$ cat src/rtl/fire_expand1_sched_if.sv
// Handshake/bus bundle between the fire4/fire5 expand-1x1 scheduler and its
// surroundings (squeeze stages, MAC array, weight ROM, ofm RAM).
interface fire_expand1_sched_if #(
   parameter int CW = 5,
   parameter int PW = 10
);
   logic          fire4_start;
   logic          fire5_start;
   logic          out_ready;
   logic          ram_feedback;
   logic          fire4_en;
   logic          fire5_en;
   logic          mac_en;
   logic          mac_clr;
   logic [CW-1:0] rom_addr;
   logic [PW-1:0] ifm_pix;
   logic          ofm_sample;
   logic [PW-1:0] ofm_pix;
   logic          fire4_done;
   logic          fire5_done;
   logic          busy;

   modport master (
      output fire4_start, fire5_start, out_ready, ram_feedback,
      input  fire4_en, fire5_en, mac_en, mac_clr, rom_addr, ifm_pix,
             ofm_sample, ofm_pix, fire4_done, fire5_done, busy
   );

   modport slave (
      input  fire4_start, fire5_start, out_ready, ram_feedback,
      output fire4_en, fire5_en, mac_en, mac_clr, rom_addr, ifm_pix,
             ofm_sample, ofm_pix, fire4_done, fire5_done, busy
   );
endinterface

$ cat src/rtl/fire_expand1_sched.sv
// Arbiter/sequencer granting the shared expand-1x1 MAC array to fire4 or fire5
// and walking channel/pixel addresses for the granted layer.
//
//  state     | meaning
//  ----------+------------------------------------------------------------
//  S_IDLE    | no layer granted; grant a pending request (fire4 first)
//  S_RUN     | issue (pix, ch) addresses; pixel boundary waits on out_ready
//  S_DRAIN   | MAC pipeline flush, final ofm_sample, no new addresses
//  S_WAIT_FB | layer computed; wait for the ofm RAM acknowledge
module fire_expand1_sched #(
   parameter int CHIN    = 32,
   parameter int WOUT    = 32,
   parameter int MAC_LAT = 2
) (
   input  logic                clk,
   input  logic                rst,
   fire_expand1_sched_if.slave bus
);
   localparam int CW = $clog2(CHIN);
   localparam int PW = $clog2(WOUT * WOUT);
   localparam int DW = (MAC_LAT > 1) ? $clog2(MAC_LAT) : 1;
   localparam logic [CW-1:0] CH_LAST   = CW'(CHIN - 1);
   localparam logic [PW-1:0] PIX_LAST  = PW'(WOUT * WOUT - 1);
   localparam logic [DW-1:0] DRAIN_TOP = DW'(MAC_LAT - 1);

   typedef enum logic [1:0] {
      S_IDLE,
      S_RUN,
      S_DRAIN,
      S_WAIT_FB
   } state_t;

   state_t        state_q, state_d;
   logic          layer_q, layer_d;   // 0 = fire4, 1 = fire5
   logic [CW-1:0] ch_q, ch_d;
   logic [PW-1:0] pix_q, pix_d;
   logic [DW-1:0] drain_q, drain_d;
   logic          pend4_q, pend4_d;
   logic          pend5_q, pend5_d;
   logic          done4_q, done4_d;
   logic          done5_q, done5_d;

   logic [MAC_LAT-1:0] samp_q;
   logic [PW-1:0]      spix_q [MAC_LAT];

   logic busy_c;
   logic acc4, acc5, p4, p5;
   logic mac_en_c, issue_last, advance;
   logic do_grant, grant_l;

   assign busy_c = (state_q != S_IDLE);

   always_ff @(posedge clk or negedge rst) begin
      if (!rst) begin
         state_q <= S_IDLE;
         layer_q <= 1'b0;
         ch_q    <= '0;
         pix_q   <= '0;
         drain_q <= '0;
         pend4_q <= 1'b0;
         pend5_q <= 1'b0;
         done4_q <= 1'b0;
         done5_q <= 1'b0;
      end else begin
         state_q <= state_d;
         layer_q <= layer_d;
         ch_q    <= ch_d;
         pix_q   <= pix_d;
         drain_q <= drain_d;
         pend4_q <= pend4_d;
         pend5_q <= pend5_d;
         done4_q <= done4_d;
         done5_q <= done5_d;
      end
   end

   always_comb begin
      state_d    = state_q;
      layer_d    = layer_q;
      ch_d       = ch_q;
      pix_d      = pix_q;
      drain_d    = drain_q;
      done4_d    = done4_q;
      done5_d    = done5_q;
      mac_en_c   = 1'b0;
      issue_last = 1'b0;
      advance    = 1'b0;
      do_grant   = 1'b0;
      grant_l    = 1'b0;

      // A start counts only for a layer that is neither pending, running nor done;
      // it is visible to the grant logic in the same cycle it arrives.
      acc4    = bus.fire4_start && !pend4_q && !done4_q && !(busy_c && !layer_q);
      acc5    = bus.fire5_start && !pend5_q && !done5_q && !(busy_c && layer_q);
      p4      = pend4_q || acc4;
      p5      = pend5_q || acc5;
      pend4_d = p4;
      pend5_d = p5;

      case (state_q)
         S_IDLE: begin
            if (p4 || p5) begin
               do_grant = 1'b1;
               grant_l  = !p4;
            end
         end
         S_RUN: begin
            advance = (ch_q != '0) || bus.out_ready;
            if (advance) begin
               mac_en_c = 1'b1;
               if (ch_q == CH_LAST) begin
                  issue_last = 1'b1;
                  ch_d       = '0;
                  pix_d      = pix_q + PW'(1);
                  if (pix_q == PIX_LAST) begin
                     state_d = S_DRAIN;
                     drain_d = DRAIN_TOP;
                  end
               end else begin
                  ch_d = ch_q + CW'(1);
               end
            end
         end
         S_DRAIN: begin
            mac_en_c = 1'b1;
            if (drain_q == '0) begin
               state_d = S_WAIT_FB;
               if (layer_q) done5_d = 1'b1;
               else         done4_d = 1'b1;
            end else begin
               drain_d = drain_q - DW'(1);
            end
         end
         S_WAIT_FB: begin
            if (bus.ram_feedback) begin
               if (layer_q ? p4 : p5) begin
                  do_grant = 1'b1;
                  grant_l  = !layer_q;
               end else begin
                  state_d = S_IDLE;
               end
            end
         end
         default: state_d = S_IDLE;
      endcase

      if (do_grant) begin
         state_d = S_RUN;
         layer_d = grant_l;
         ch_d    = '0;
         pix_d   = '0;
         if (grant_l) pend5_d = 1'b0;
         else         pend4_d = 1'b0;
      end
   end

   // Fixed-latency tag pipe: marks the cycle the accumulator holds a complete pixel.
   always_ff @(posedge clk or negedge rst) begin
      if (!rst) begin
         samp_q <= '0;
         for (int i = 0; i < MAC_LAT; i++) spix_q[i] <= '0;
      end else begin
         samp_q[0] <= issue_last;
         spix_q[0] <= pix_q;
         for (int i = 1; i < MAC_LAT; i++) begin
            samp_q[i] <= samp_q[i-1];
            spix_q[i] <= spix_q[i-1];
         end
      end
   end

   assign bus.busy       = busy_c;
   assign bus.fire4_en   = busy_c && !layer_q;
   assign bus.fire5_en   = busy_c && layer_q;
   assign bus.mac_en     = mac_en_c;
   assign bus.rom_addr   = (state_q == S_RUN) ? ch_q  : '0;
   assign bus.ifm_pix    = (state_q == S_RUN) ? pix_q : '0;
   assign bus.ofm_sample = samp_q[MAC_LAT-1];
   assign bus.mac_clr    = samp_q[MAC_LAT-1];
   assign bus.ofm_pix    = samp_q[MAC_LAT-1] ? spix_q[MAC_LAT-1] : '0;
   assign bus.fire4_done = done4_q;
   assign bus.fire5_done = done5_q;
endmodule

$ cat src/flat_wrapper.sv
// flat-port wrapper written by rule: the top's interface ports become plain ports
module fire_expand1_sched_flat 
#(
   parameter int CHIN    = 32,
   parameter int WOUT    = 32,
   parameter int MAC_LAT = 2
)
  (clk, rst, bus_fire4_start, bus_fire5_start, bus_out_ready, bus_ram_feedback, bus_fire4_en, bus_fire5_en, bus_mac_en, bus_mac_clr, bus_rom_addr, bus_ifm_pix, bus_ofm_sample, bus_ofm_pix, bus_fire4_done, bus_fire5_done, bus_busy);
  fire_expand1_sched_if #(.CW((5)), .PW((10))) bus_i ();
  input  logic clk;
  input  logic rst;
  input wire logic [$bits(bus_i.fire4_start)-1:0] bus_fire4_start;
  input wire logic [$bits(bus_i.fire5_start)-1:0] bus_fire5_start;
  input wire logic [$bits(bus_i.out_ready)-1:0] bus_out_ready;
  input wire logic [$bits(bus_i.ram_feedback)-1:0] bus_ram_feedback;
  output wire logic [$bits(bus_i.fire4_en)-1:0] bus_fire4_en;
  output wire logic [$bits(bus_i.fire5_en)-1:0] bus_fire5_en;
  output wire logic [$bits(bus_i.mac_en)-1:0] bus_mac_en;
  output wire logic [$bits(bus_i.mac_clr)-1:0] bus_mac_clr;
  output wire logic [$bits(bus_i.rom_addr)-1:0] bus_rom_addr;
  output wire logic [$bits(bus_i.ifm_pix)-1:0] bus_ifm_pix;
  output wire logic [$bits(bus_i.ofm_sample)-1:0] bus_ofm_sample;
  output wire logic [$bits(bus_i.ofm_pix)-1:0] bus_ofm_pix;
  output wire logic [$bits(bus_i.fire4_done)-1:0] bus_fire4_done;
  output wire logic [$bits(bus_i.fire5_done)-1:0] bus_fire5_done;
  output wire logic [$bits(bus_i.busy)-1:0] bus_busy;
  assign bus_i.fire4_start = bus_fire4_start;
  assign bus_i.fire5_start = bus_fire5_start;
  assign bus_i.out_ready = bus_out_ready;
  assign bus_i.ram_feedback = bus_ram_feedback;
  assign bus_fire4_en = bus_i.fire4_en;
  assign bus_fire5_en = bus_i.fire5_en;
  assign bus_mac_en = bus_i.mac_en;
  assign bus_mac_clr = bus_i.mac_clr;
  assign bus_rom_addr = bus_i.rom_addr;
  assign bus_ifm_pix = bus_i.ifm_pix;
  assign bus_ofm_sample = bus_i.ofm_sample;
  assign bus_ofm_pix = bus_i.ofm_pix;
  assign bus_fire4_done = bus_i.fire4_done;
  assign bus_fire5_done = bus_i.fire5_done;
  assign bus_busy = bus_i.busy;
  fire_expand1_sched #(.CHIN(CHIN), .WOUT(WOUT), .MAC_LAT(MAC_LAT)) u_core (.clk(clk), .rst(rst), .bus(bus_i));
endmodule
$ cat config.mk
export PLATFORM = sky130hd
export DESIGN_NAME = fire_expand1_sched_flat
export DESIGN_NICKNAME = d
export VERILOG_FILES = /design/src/rtl/fire_expand1_sched_if.sv /design/src/rtl/fire_expand1_sched.sv /design/src/flat_wrapper.sv
export SDC_FILE = /design/constraint.sdc
export NUM_CORES = 1
export LEC_CHECK = 0
export BUFFER_PORTS_ARGS = -buffer_cell sky130_fd_sc_hd__buf_4
export CAP_MARGIN = 20
export CORE_MARGIN = 3
export CORE_UTILIZATION = 54
export DETAILED_ROUTE_END_ITERATION = 6
export GPL_ROUTABILITY_DRIVEN = 0
export HOLD_SLACK_MARGIN = 0.05
export PLACE_DENSITY = 0.87
export SETUP_SLACK_MARGIN = 0.1
export SLEW_MARGIN = 10
export SYNTH_ARGS = -nofsm -noshare
export SYNTH_HDL_FRONTEND = slang
export SYNTH_SLANG_ARGS = --single-unit
$ cat constraint.sdc
create_clock -name clk -period 2.2 [get_ports clk]
set_clock_uncertainty 0.05 [all_clocks]
set_input_delay 0.33 -clock clk [delete_from_list [all_inputs] [get_ports clk]]
set_output_delay 0.33 -clock clk [all_outputs]
set_load 0.02 [all_outputs]
* After elaboration in Yosys (flattened, before gate mapping)
Cells that the tools add are included.
** Word-level totals
- Input port bits :: 6
- Flip-flop bits (word level) :: 45
** Operators by class
- Bitwise operators :: 2
- Eq/ne operators :: 14
- Reduce and logical (&&, ||, !) cells :: 34
- Mux-type cells :: 42
- $add $sub $neg :: 3
** Operator list (count)
- 2-to-1 mux 10 bit :: 6
- 2-to-1 mux 5 bit :: 5
- 2-to-1 mux 1 bit :: 19
- 2-to-1 mux 2 bit :: 7
- adder 10 x 1 -> 10 bit, second input constant :: 1
- equality test 10 bit, second input constant :: 1
- nonzero test 2 bit :: 5
- != test 3 x 1 -> 1 bit, second input constant :: 3
- AND reduction 3 bit :: 3
- logical AND 1 bit :: 8
- logical NOT 1 bit :: 8
- case mux 1 bit (2 select lines) :: 4
- AND reduction 7 bit :: 1
- != test 2 x 1 -> 1 bit, second input constant :: 3
- != test 3 x 2 -> 1 bit, second input constant :: 2
- case mux 2 bit (3 select lines) :: 1
- adder 5 x 1 -> 5 bit, second input constant :: 1
- equality test 5 bit, second input constant :: 1
- nonzero test 5 bit :: 1
- equality test 2 bit, second input constant :: 2
- logical OR 1 bit :: 4
- AND reduction 4 bit :: 1
- nonzero test 4 bit :: 1
- != test 3 bit, second input constant :: 1
- 5 further kinds :: 6

* Logic depth before layout (Yosys ltp)
Gate-level depths: netlist of the first run.
- Word-level depth :: 11
- Mapped depth :: 9
- Depth with buffers taken out :: 8

* Least setup slack after synthesis of the first run
Ideal clock, no wire load.
- Path type :: register to register
- From :: reg u_core.ch_q[0]
- To :: reg u_core.state_q[1]
- Arrival :: 1858 ps
- Slack :: 167 ps
- Data required time :: 2025 ps
- Cell stages (with the launch flop) :: 10
- Buffers on the path :: 1
- Setup time :: 125 ps
- Cell sequence :: dfrtp_1 -> ha_1 -> and3_1 -> ha_1 -> clkbuf_2 -> and3_1 -> nand4_1 -> o21ai_1 -> and3_4 -> mux2_4
** Between the ends
- Longest elaborated chain between the ends :: 4
** RTL lines
- from (decl) :: line fire_expand1_sched.sv:35 : logic [CW-1:0] ch_q, ch_d;
- from (signal assigned) :: line fire_expand1_sched.sv:67 : ch_q <= ch_d;
- nonzero test 5 bit :: line fire_expand1_sched.sv:108 : advance = (ch_q != '0) || bus.out_ready;
- logical OR 1 bit :: line fire_expand1_sched.sv:108
- != test 3 x 1 -> 1 bit (no line)
- AND reduction 7 bit (no line) *
- to (signal assigned) :: line fire_expand1_sched.sv:65 : state_q <= state_d;
- to (decl) :: line fire_expand1_sched.sv:33 : state_t state_q, state_d;
Mark *: on every way between the ends. The rest lies on a longest branch, timed or not.
A chain may end at the register's enable or synchronous reset.

* Worst setup path in the final report of the first run
- From :: reg u_core.ch_q[1]
- To :: reg u_core.state_q[1]
Same word-level chain as after synthesis.

==> impl_metrics.tcl, run 1 <==
set metrics [dict create \
    outcome "completed" \
    worstMarginPinSlew_ns 0.5323 \
    use_met1_pct 25.11 \
    power.density_nw_per_um2 1168 \
    io_buffers 38 \
    cp_top_family "simple AND/OR/NAND/NOR gates" \
    drc 0 \
    finalHoldViolCount 0 \
    yosysWarnings 0 \
    pin_count 39 \
    ant_nets 0 \
    fin_ws_ns 0.1031 \
    rsz0062_at_grt "true" \
    crit_chain "ha_2 -> and3_4 -> ha_4 -> and3_1 -> nand4_1 -> o21ai_2 -> and3_4 -> mux2_4" \
    finalNonFillerCells 284 \
    routedWlPerCell_um 16.41 \
    syn_area_per_cell_um2 10.86 \
    worstSkewPairLatency_ns 0.31 \
    yosysUniqueCellTypes 36 \
    firstDrtPassIters 4 \
    synth_edf_count 0 \
    syn_nets 205 \
    grt_pass1_vias 1461 \
    num_vias 1558 \
    startpoint_type "register" \
    end_kind "register" \
    ir_worst_vdd_mv 0.8732 \
    start_util_pct 59.04 \
    timing.final.crit_period_ns 2.097 \
    synth_top_area_share_pct 54.58 \
    synth_top_cells_by_area "dfrtp_1 55%, and2_1 7.9%, ha_1 5.5%" \
    slew_headroom_pct 64.19 \
    cts_root_buf "clkbuf_8" \
    ys_ff_latch 45 \
    place_hpwl_um 2848 \
    clk_path_buf_depth 2 \
    grt_max_degree 46 \
    drv_slew 0 \
    h-tree-depth 2 \
    antenna_found_initial 0 \
    maxCapViolCount 0 \
    rows 21 \
    synth_area_um2 2063 \
    clk_pin_slew_ns 0.08 \
    fin_nets 252 \
    die_w_um 67.81 \
    crit_arrival_ns 2.24 \
    dp_cells 273 \
    ys_async_sr_fraction_pct 100.0 \
    yosys.area.top_type "dfrtp_1" \
    viasPerCell 5.486 \
    drive_gt1_share_pct 30.67 \
    cp_num_buf_inv 0 \
    use_met3_pct 3.448 \
    overflow 0 \
    worst_hold_path_type "reg2reg" \
    max_stage_delay_ns 0.38 \
    worst_hold_slack_ns 0.3027 \
    drt_wl_total_um 4660 \
    required_ns 2.35 \
    core_area_um2 3495 \
    cts_buffers 5 \
    drt-initial-drc-count 56 \
    cp_slowest_cell "dfrtp_1" \
    grt_pass1_wl_um 6741 \
    busiest_layer "met2" \
    syn_inst 190 \
    clock_sink_count 45 \
    crit_type "reg2reg" \
    setup_viol 0 \
    place_ws_ns 0.07429 \
    area_growth_pct 28.14 \
    cts_tree "yes" \
    cpMostUsedCell "and3_4" \
    fill_cells 228 \
    dieArea_um2 4598 \
    ys.flop_type "dfrtp_1" \
    path_max_fanout 6 \
    met2_usage_pct 34.51 \
    n_antenna_cell 0 \
    grt.total_usage_pct 20.49 \
    power.leakage_nw 1.331 \
    synth-seq-area-share_pct 54.58 \
    die_h_um 67.81 \
    fmax_mhz 476.9 \
    period_share_pct 95.31 \
]
## path summary, 6_finish.rpt
path                                   start  depth (start not counted)  slack, ns                end
min reg2reg                u_core.spix_q[17]                          0       0.30   u_core.spix_q[7]
min in group asynchronous                rst                          2       0.50  u_core.spix_q[18]
max reg2reg                   u_core.ch_q[1]                          8       0.10  u_core.state_q[1]
min                        u_core.spix_q[17]                          0       0.30   u_core.spix_q[7]
max                           u_core.ch_q[1]                          8       0.10  u_core.state_q[1]
max in group asynchronous                rst                          2       1.22  u_core.state_q[0]
## power by group
| group | leakage, nW | total, mW | internal, mW | switching (mW) |
|---|---|---|---|---|
| clock | 0.0687 | 0.745 | 0.457 | 0.289 |
| sequential | 0.604 | 1.03 | 0.923 | 0.110 |
| combinational | 0.657 | 1.31 | 0.571 | 0.740 |
## Yosys cell counts, types with 4 or more instances
cell type / count
a21oi_1: 8
and2_1: 26
and3_1: 4
dfrtp_1: 45
ha_1: 9
inv_1: 10
mux2i_1: 4
nand2_1: 7
nand3_1: 7
nor2_1: 23
xor2_1: 7
## timing repair
action	4_1_cts	5_1_grt
hold buffers	1	0
hold endpoints to repair	45	0
pin swaps	0	1
gates resized for setup	2	11
setup buffers	1	1
setup endpoints to repair	4	7
cloned	0	0
## layout by cell type, fill, tap and decap left out, drive strengths merged
cell          n
o32ai         2
mux2          1
clkbuf        5
ha            9
nand4         3
inv          11
nor3          2
and3          5
or2           2
dlygate4sd3   1
nor2         23
nor4          3
xnor2         3
dfrtp        45
a211oi        2
a21boi        1
and4          1
bufinv        2
o21a          1
o21bai        1
and2         27
xor2          7
o22ai         1
a31o          3
mux2i         4
nand3         7
o21ai         2
a21oi         8
nor2b         3
buf          46
nand2         7
## registers in the layout (all words and copies together) (netlist names)
signal / cells
u_core.spix_q: 20
u_core.pix_q: 10
u_core.ch_q: 5
u_core.samp_q: 2
u_core.state_q: 2
u_core.bus.fire4_done: 1
u_core.bus.fire5_done: 1
u_core.drain_q: 1
u_core.layer_q: 1
u_core.pend4_q: 1
u_core.pend5_q: 1
## layer usage
layer	vias to the layer above	part of all wire, %
li1	722	-
met1	763	41
met2	58	51
met3	15	5.1
met4	0	3.0
met5	-	0
## per-stage QoR
step | instance area, µm² | utilization [%] | setup TNS (ns) | total power [mW]
after floorplan | 2063 | - | 0 | 1.799
after global placement | 2419 | 69.21 | 0 | 2.115
after detailed placement | 2419 | 69.21 | 0 | 2.157
after CTS | 2579 | 73.79 | 0 | 2.926
after global routing | 2644 | 75.65 | -0.04367 | 3.251
final | 2644 | 75.65 | 0 | 3.089
## area by class of cell
cell class / instances / area (µm²) / area share (%)
inverter: 10 / 37.54 / 1.420
clock buffer: 5 / 68.82 / 2.603
multi-input combinational: 128 / 924.6 / 34.97
tap: 46 / 57.56 / 2.177
timing repair buffer: 47 / 359.1 / 13.58
sequential: 45 / 1127 / 42.64
clock inverter: 3 / 68.82 / 2.603
## cell families (layout without fill, tap and decap cells)
logic type,after synthesis,count (layout),share of synthesized area (%)
muxes,5,5,2.668
and+or+nand+nor,83,83,22.07
xor gates and xnor gates,10,10,4.245
buffers and inverters,17,65,3.760
adders and majority gates,9,9,5.458
AOI/OAI and AO/OA,21,21,7.217
DFF,45,45,54.58
Note: power is estimated with default switching activity, not from simulation.
==> inputs of run 2 (changes only) <==
--- a/config.mk
+++ b/config.mk
@@ -12,7 +12,7 @@
 export DETAILED_ROUTE_END_ITERATION = 6
 export GPL_ROUTABILITY_DRIVEN = 0
 export HOLD_SLACK_MARGIN = 0.05
-export PLACE_DENSITY = 0.87
+export PLACE_DENSITY = 0.77
 export SETUP_SLACK_MARGIN = 0.1
 export SLEW_MARGIN = 10
 export SYNTH_ARGS = -nofsm -noshare
==> run 2 against run 1 <==
Compared with the run above: maximum frequency increased by 0.13%; sequential power about the same; register-to-register slack hardly changed; highest routed layer unchanged; non-clock buffer count rose by 4; critical endpoint unchanged; critical path depth unchanged; critical path type unchanged.
==> impl_metrics.tcl, run 2 (synthesis results as in run 1) <==
set metrics [dict create \
    ant_nets 0 \
    rows 21 \
    drv_slew 0 \
    n_antenna_cell 0 \
    totalNegativeSetupSlack_ns 0 \
    place_hpwl_um 2929 \
    crit_type "reg2reg" \
    dieArea_um2 4598 \
    io_buffers 38 \
    fin_nets 256 \
    pin_count 39 \
    clock_sink_count 45 \
    grt_max_degree 46 \
    power.leakage_nw 1.328 \
    end_kind "register" \
    clk_pin_slew_ns 0.08 \
    required_ns 2.33 \
    maxCapViolCount 0 \
    area_growth_pct 28.02 \
    most-common-layout-cells "50 x buf_4, 45 x dfrtp_1, 26 x and2_1" \
    grt_pass1_wl_um 6637 \
    cts_buffers 5 \
    drt-initial-drc-count 92 \
    setup_viol 0 \
    outcome "completed" \
    worst_hold_slack_ns 0.3015 \
    num_vias 1573 \
    startpoint_type "register" \
    top_register "u_core.spix_q" \
    grt_pass1_vias 1432 \
    fmax_mhz 477.5 \
    timing.final.crit_period_ns 2.094 \
    fin_total_pwr_mw 2.780 \
    drive_gt1_share_pct 32.23 \
    layout_commonest_cell "buf_4" \
    fin_ws_ns 0.1059 \
    viasPerCell 5.462 \
    cp_num_buf_inv 0 \
    crit_chain "ha_4 -> and3_4 -> ha_4 -> and3_1 -> nand4_1 -> o21ai_2 -> and3_4 -> mux2_4" \
    rsz0062_at_grt "true" \
    firstDrtPassIters 4 \
    clk_path_buf_depth 2 \
    worstSkewPairLatency_ns 0.29 \
    top_regs "u_core.spix_q (20), u_core.pix_q (10), u_core.ch_q (5)" \
    dp_cells 274 \
    period_share_pct 95.19 \
    drc 0 \
    grt.total_usage_pct 19.54 \
    drt_wl_total_um 4219 \
    core_area_um2 3495 \
    cp_slowest_cell "dfrtp_1" \
    finalNonFillerCells 288 \
    cts_tree "yes" \
    die_h_um 67.81 \
    worst_hold_path_type "reg2reg" \
    largest_reg_flops 20 \
    finalHoldViolCount 0 \
    h-tree-depth 2 \
    routedWlPerCell_um 14.65 \
    die_w_um 67.81 \
    crit_arrival_ns 2.22 \
    cp_top_family "simple AND/OR/NAND/NOR gates" \
    start_util_pct 59.04 \
    cts_root_buf "clkbuf_8" \
    antenna_found_initial 0 \
    slew_headroom_pct 64.38 \
    worstMarginPinSlew_ns 0.5343 \
    overflow 0 \
    place_ws_ns 0.01589 \
    max_stage_delay_ns 0.43 \
    ir_worst_vdd_mv 0.7847 \
    path_max_fanout 5 \
    power.density_nw_per_um2 1052 \
]
[run 2: area by class of cell]
type	count	area, µm²
tap	46	57.56
fill	236	853.3
inverter	10	37.54
multi-input combinational	128	944.7
sequential	45	1126
clock inverter	3	21.27
timing repair buffer	51	385.4
clock buffer	5	68.82
[run 2: layer usage]
layer / part of all wire [%] / vias up / global-route usage (%) / wire length, µm
li1: - / 737 / - / -
met1: 41 / 764 / 25.03 / 1729
met2: 50 / 62 / 32.44 / 2126
met3: 7.1 / 10 / 4.433 / 301
met4: 1.4 / 0 / 7.444 / 61
met5: 0 / - / 0 / 0
[run 2: final timing paths]
path | endpoint | slack, ns | from | depth (start not counted)
setup / recovery | u_core.state_q[1] | 0.11 | u_core.ch_q[1] | 8
hold / removal | u_core.spix_q[5] | 0.30 | u_core.spix_q[15] | 0
setup reg to reg | u_core.state_q[1] | 0.11 | u_core.ch_q[1] | 8
hold reg to reg | u_core.spix_q[5] | 0.30 | u_core.spix_q[15] | 0
max in group asynchronous | u_core.spix_q[7] | 1.23 | rst | 2
min in group asynchronous | u_core.pend5_q | 0.51 | rst | 2
[run 2: report_power, final]
group	total, mW	switching, mW	internal, mW
clock	0.493	0.268	0.225
sequential	1.03	0.111	0.921
combinational	1.25	0.696	0.558
total	2.78	1.08	1.70
[run 2: timing repair]
item	in CTS	in global routing
resized for setup	4	9
pin swaps	0	3
endpoints found under the hold margin	45	0
hold buffers	1	0
buffers inserted	1	4
endpoints found under the setup margin	6	8
[run 2: through the flow]
| step | util (%) | instance area, µm² |
|---|---|---|
| 6_report | 75.58 | 2641 |
| 3_5_place_dp | 69.42 | 2426 |
| 4_1_cts | 72.93 | 2549 |
| 2_1_floorplan | - | 2063 |
| 5_1_grt | 75.58 | 2641 |
| 3_3_place_gp | 69.42 | 2426 |
[run 2: worst register-to-register path: stages, from the launching register on]
cell and delay, ns:
dfrtp_1 0.43, ha_4 0.16, and3_4 0.20, ha_4 0.15, and3_1 0.17, nand4_1 0.14
o21ai_2 0.17, and3_4 0.21, mux2_4 0.30
==> inputs of run 3 (changes only) <==
--- a/config.mk
+++ b/config.mk
@@ -13,8 +13,10 @@
 export GPL_ROUTABILITY_DRIVEN = 0
 export HOLD_SLACK_MARGIN = 0.05
 export PLACE_DENSITY = 0.77
+export REMOVE_ABC_BUFFERS = 1
 export SETUP_SLACK_MARGIN = 0.1
 export SLEW_MARGIN = 10
 export SYNTH_ARGS = -nofsm -noshare
 export SYNTH_HDL_FRONTEND = slang
 export SYNTH_SLANG_ARGS = --single-unit
+export TNS_END_PERCENT = 10
==> run 3 against run 2 <==
Compared with the run above: worst hold slack improved by 0.0024 ns; power increased by 0.52%; register-to-register slack is essentially flat; non-clock buffer count unchanged; clock power is 5.9% higher; sequential share of layout area up 0.87 points; die area stayed put; critical path depth stayed put; count of clock-buffer cells in the layout is the same; sequential cell count is the same; core utilization is 1.5 points lower; critical path type unchanged; critical endpoint unchanged.
==> impl_metrics.tcl, run 3 (synthesis results as in run 1) <==
set metrics [dict create \
    met2_usage_pct 30.26 \
    top_register "u_core.spix_q" \
    num_vias 1518 \
    min_to "u_core.spix_q[7]" \
    path_max_fanout 4 \
    power.leakage_nw 1.330 \
    die_h_um 67.81 \
    grt_pass1_wl_um 6679 \
    firstDrtPassIters 4 \
    top_regs "u_core.spix_q (20), u_core.pix_q (10), u_core.ch_q (5)" \
    cts_root_buf "clkbuf_8" \
    reg2reg_slack_ns 0.11 \
    stdcell_area_um2 2589 \
    drive_gt1_share_pct 30.17 \
    ir_worst_vdd_mv 0.7761 \
    fin_total_pwr_mw 2.794 \
    pin_count 39 \
    crit_arrival_ns 2.22 \
    whs_path_depth 0 \
    area_growth_pct 25.47 \
    swShare_pct 38.69 \
    fin_nets 256 \
    die_w_um 67.81 \
    io_buffers 38 \
    slew_headroom_pct 63.75 \
    start_util_pct 59.04 \
    setup_viol 0 \
    overflow 0 \
    cts_tree "yes" \
    most-common-layout-cells "50 x buf_4, 45 x dfrtp_1, 26 x and2_1" \
    use_met3_pct 3.777 \
    seq_power_share_pct 36.7 \
    switchingPower_mw 1.081 \
    dieArea_um2 4598 \
    ff2ff_path_depth 8 \
    startpoint_type "register" \
    h-tree-depth 2 \
    fin_util_pct 74.08 \
    n_antenna_cell 0 \
    drt-initial-drc-count 133 \
    finalHoldViolCount 0 \
    outcome "completed" \
    use_met1_pct 26.59 \
    clk_pin_slew_ns 0.09 \
    p_int_mw 1.713 \
    dp_cells 274 \
    drt_wl_total_um 4127 \
    worstSkewPairLatency_ns 0.30 \
    worstMarginPinSlew_ns 0.5438 \
    rows 21 \
    finalNonFillerCells 288 \
    reg2reg_from "u_core.ch_q[0]" \
    end_kind "register" \
    largest_reg_flops 20 \
    grt_pass1_vias 1465 \
    ant_nets 0 \
    clk_path_buf_depth 2 \
    power_frac_comb_pct 44.6 \
    grt.total_usage_pct 19.44 \
    core_area_um2 3495 \
    clock_sink_count 45 \
    fmax_mhz 478.4 \
    period_share_pct 95.01 \
    timing.final.crit_period_ns 2.090 \
    busiest_layer "met2" \
    hold_start "u_core.spix_q[17]" \
    grt_max_degree 46 \
    worst_hold_path_type "reg2reg" \
    crit_type "reg2reg" \
    drc 0 \
    totalNegativeSetupSlack_ns 0 \
    layout_commonest_cell "buf_4" \
    maxCapViolCount 0 \
    clkPwrFrac_pct 18.7 \
    place_area_um2 2426 \
    drv_slew 0 \
    rsz0062_at_grt "true" \
    place_hpwl_um 2900 \
    viasPerCell 5.271 \
    power.density_nw_per_um2 1079 \
    routedWlPerCell_um 14.33 \
    required_ns 2.33 \
    cts_buffers 5 \
    rr_endpoint "u_core.state_q[1]" \
    antenna_found_initial 0 \
]
## run 3: power groups by stage
stage	combinational (mW)	clock (mW)	sequential (mW)
after floorplan	0.721	0	1.04
after global placement	1.10	0	1.03
after detailed placement	1.15	0	1.04
after CTS	1.17	0.532	1.02
after global routing	1.36	0.574	1.04
final	1.25	0.522	1.03
## run 3: worst max path at each step
stage                            startpoint           endpoint  slack, ns
final                        u_core.ch_q[0]  u_core.state_q[1]       0.11
after global routing         u_core.ch_q[0]  u_core.state_q[1]      -0.01
after CTS                    u_core.ch_q[0]  u_core.state_q[1]       0.12
after detailed placement     u_core.ch_q[0]  u_core.state_q[1]       0.13
after global placement       u_core.ch_q[0]  u_core.state_q[1]       0.21
after floorplan           u_core.state_q[0]  u_core.state_q[1]      -0.55
## run 3: metal layers
| layer | wire length (µm) | up-vias | share of wire (%) |
|---|---|---|---|
| met5 | 0 | - | 0 |
| met4 | 55 | 0 | 1.3 |
| met3 | 203 | 6 | 4.9 |
| met2 | 2113 | 38 | 51 |
| met1 | 1754 | 744 | 43 |
| li1 | - | 730 | - |
## run 3: cell type report
cell class | count | area [µm²]
clock inverters | 3 | 25.02
inverters | 10 | 37.54
repair buffers | 51 | 385.4
multi-input cells | 128 | 888.4
well taps | 46 | 57.56
clock buffers | 5 | 68.82
fillers | 246 | 905.9
flip-flops and latches | 45 | 1126
## run 3: repair_timing
item / in CTS / in global routing
resized for setup: 1 / 4
setup buffers: 0 / 5
setup endpoints to repair: 1 / 10
hold buffers: 1 / 0
pin swaps: 0 / 4
endpoints found under the hold margin: 45 / 0
## run 3: critical path, stage by stage (launching register included)
cell	delay (ns)
dfrtp_1	0.41
ha_2	0.21
and3_1	0.17
ha_2	0.19
and3_1	0.15
nand4_1	0.12
o21ai_2	0.18
and3_4	0.22
mux2_4	0.29
## run 3: stage by stage
| step | worst slack (ns) | hold slack (ns) |
|---|---|---|
| after floorplan | -0.5463 | -0.01559 |
| after global placement | 0.2143 | 0.2826 |
| after detailed placement | 0.1287 | 0.2847 |
| after CTS | 0.1171 | 0.3050 |
| after global routing | -0.01073 | 0.3256 |
| final | 0.1097 | 0.3039 |
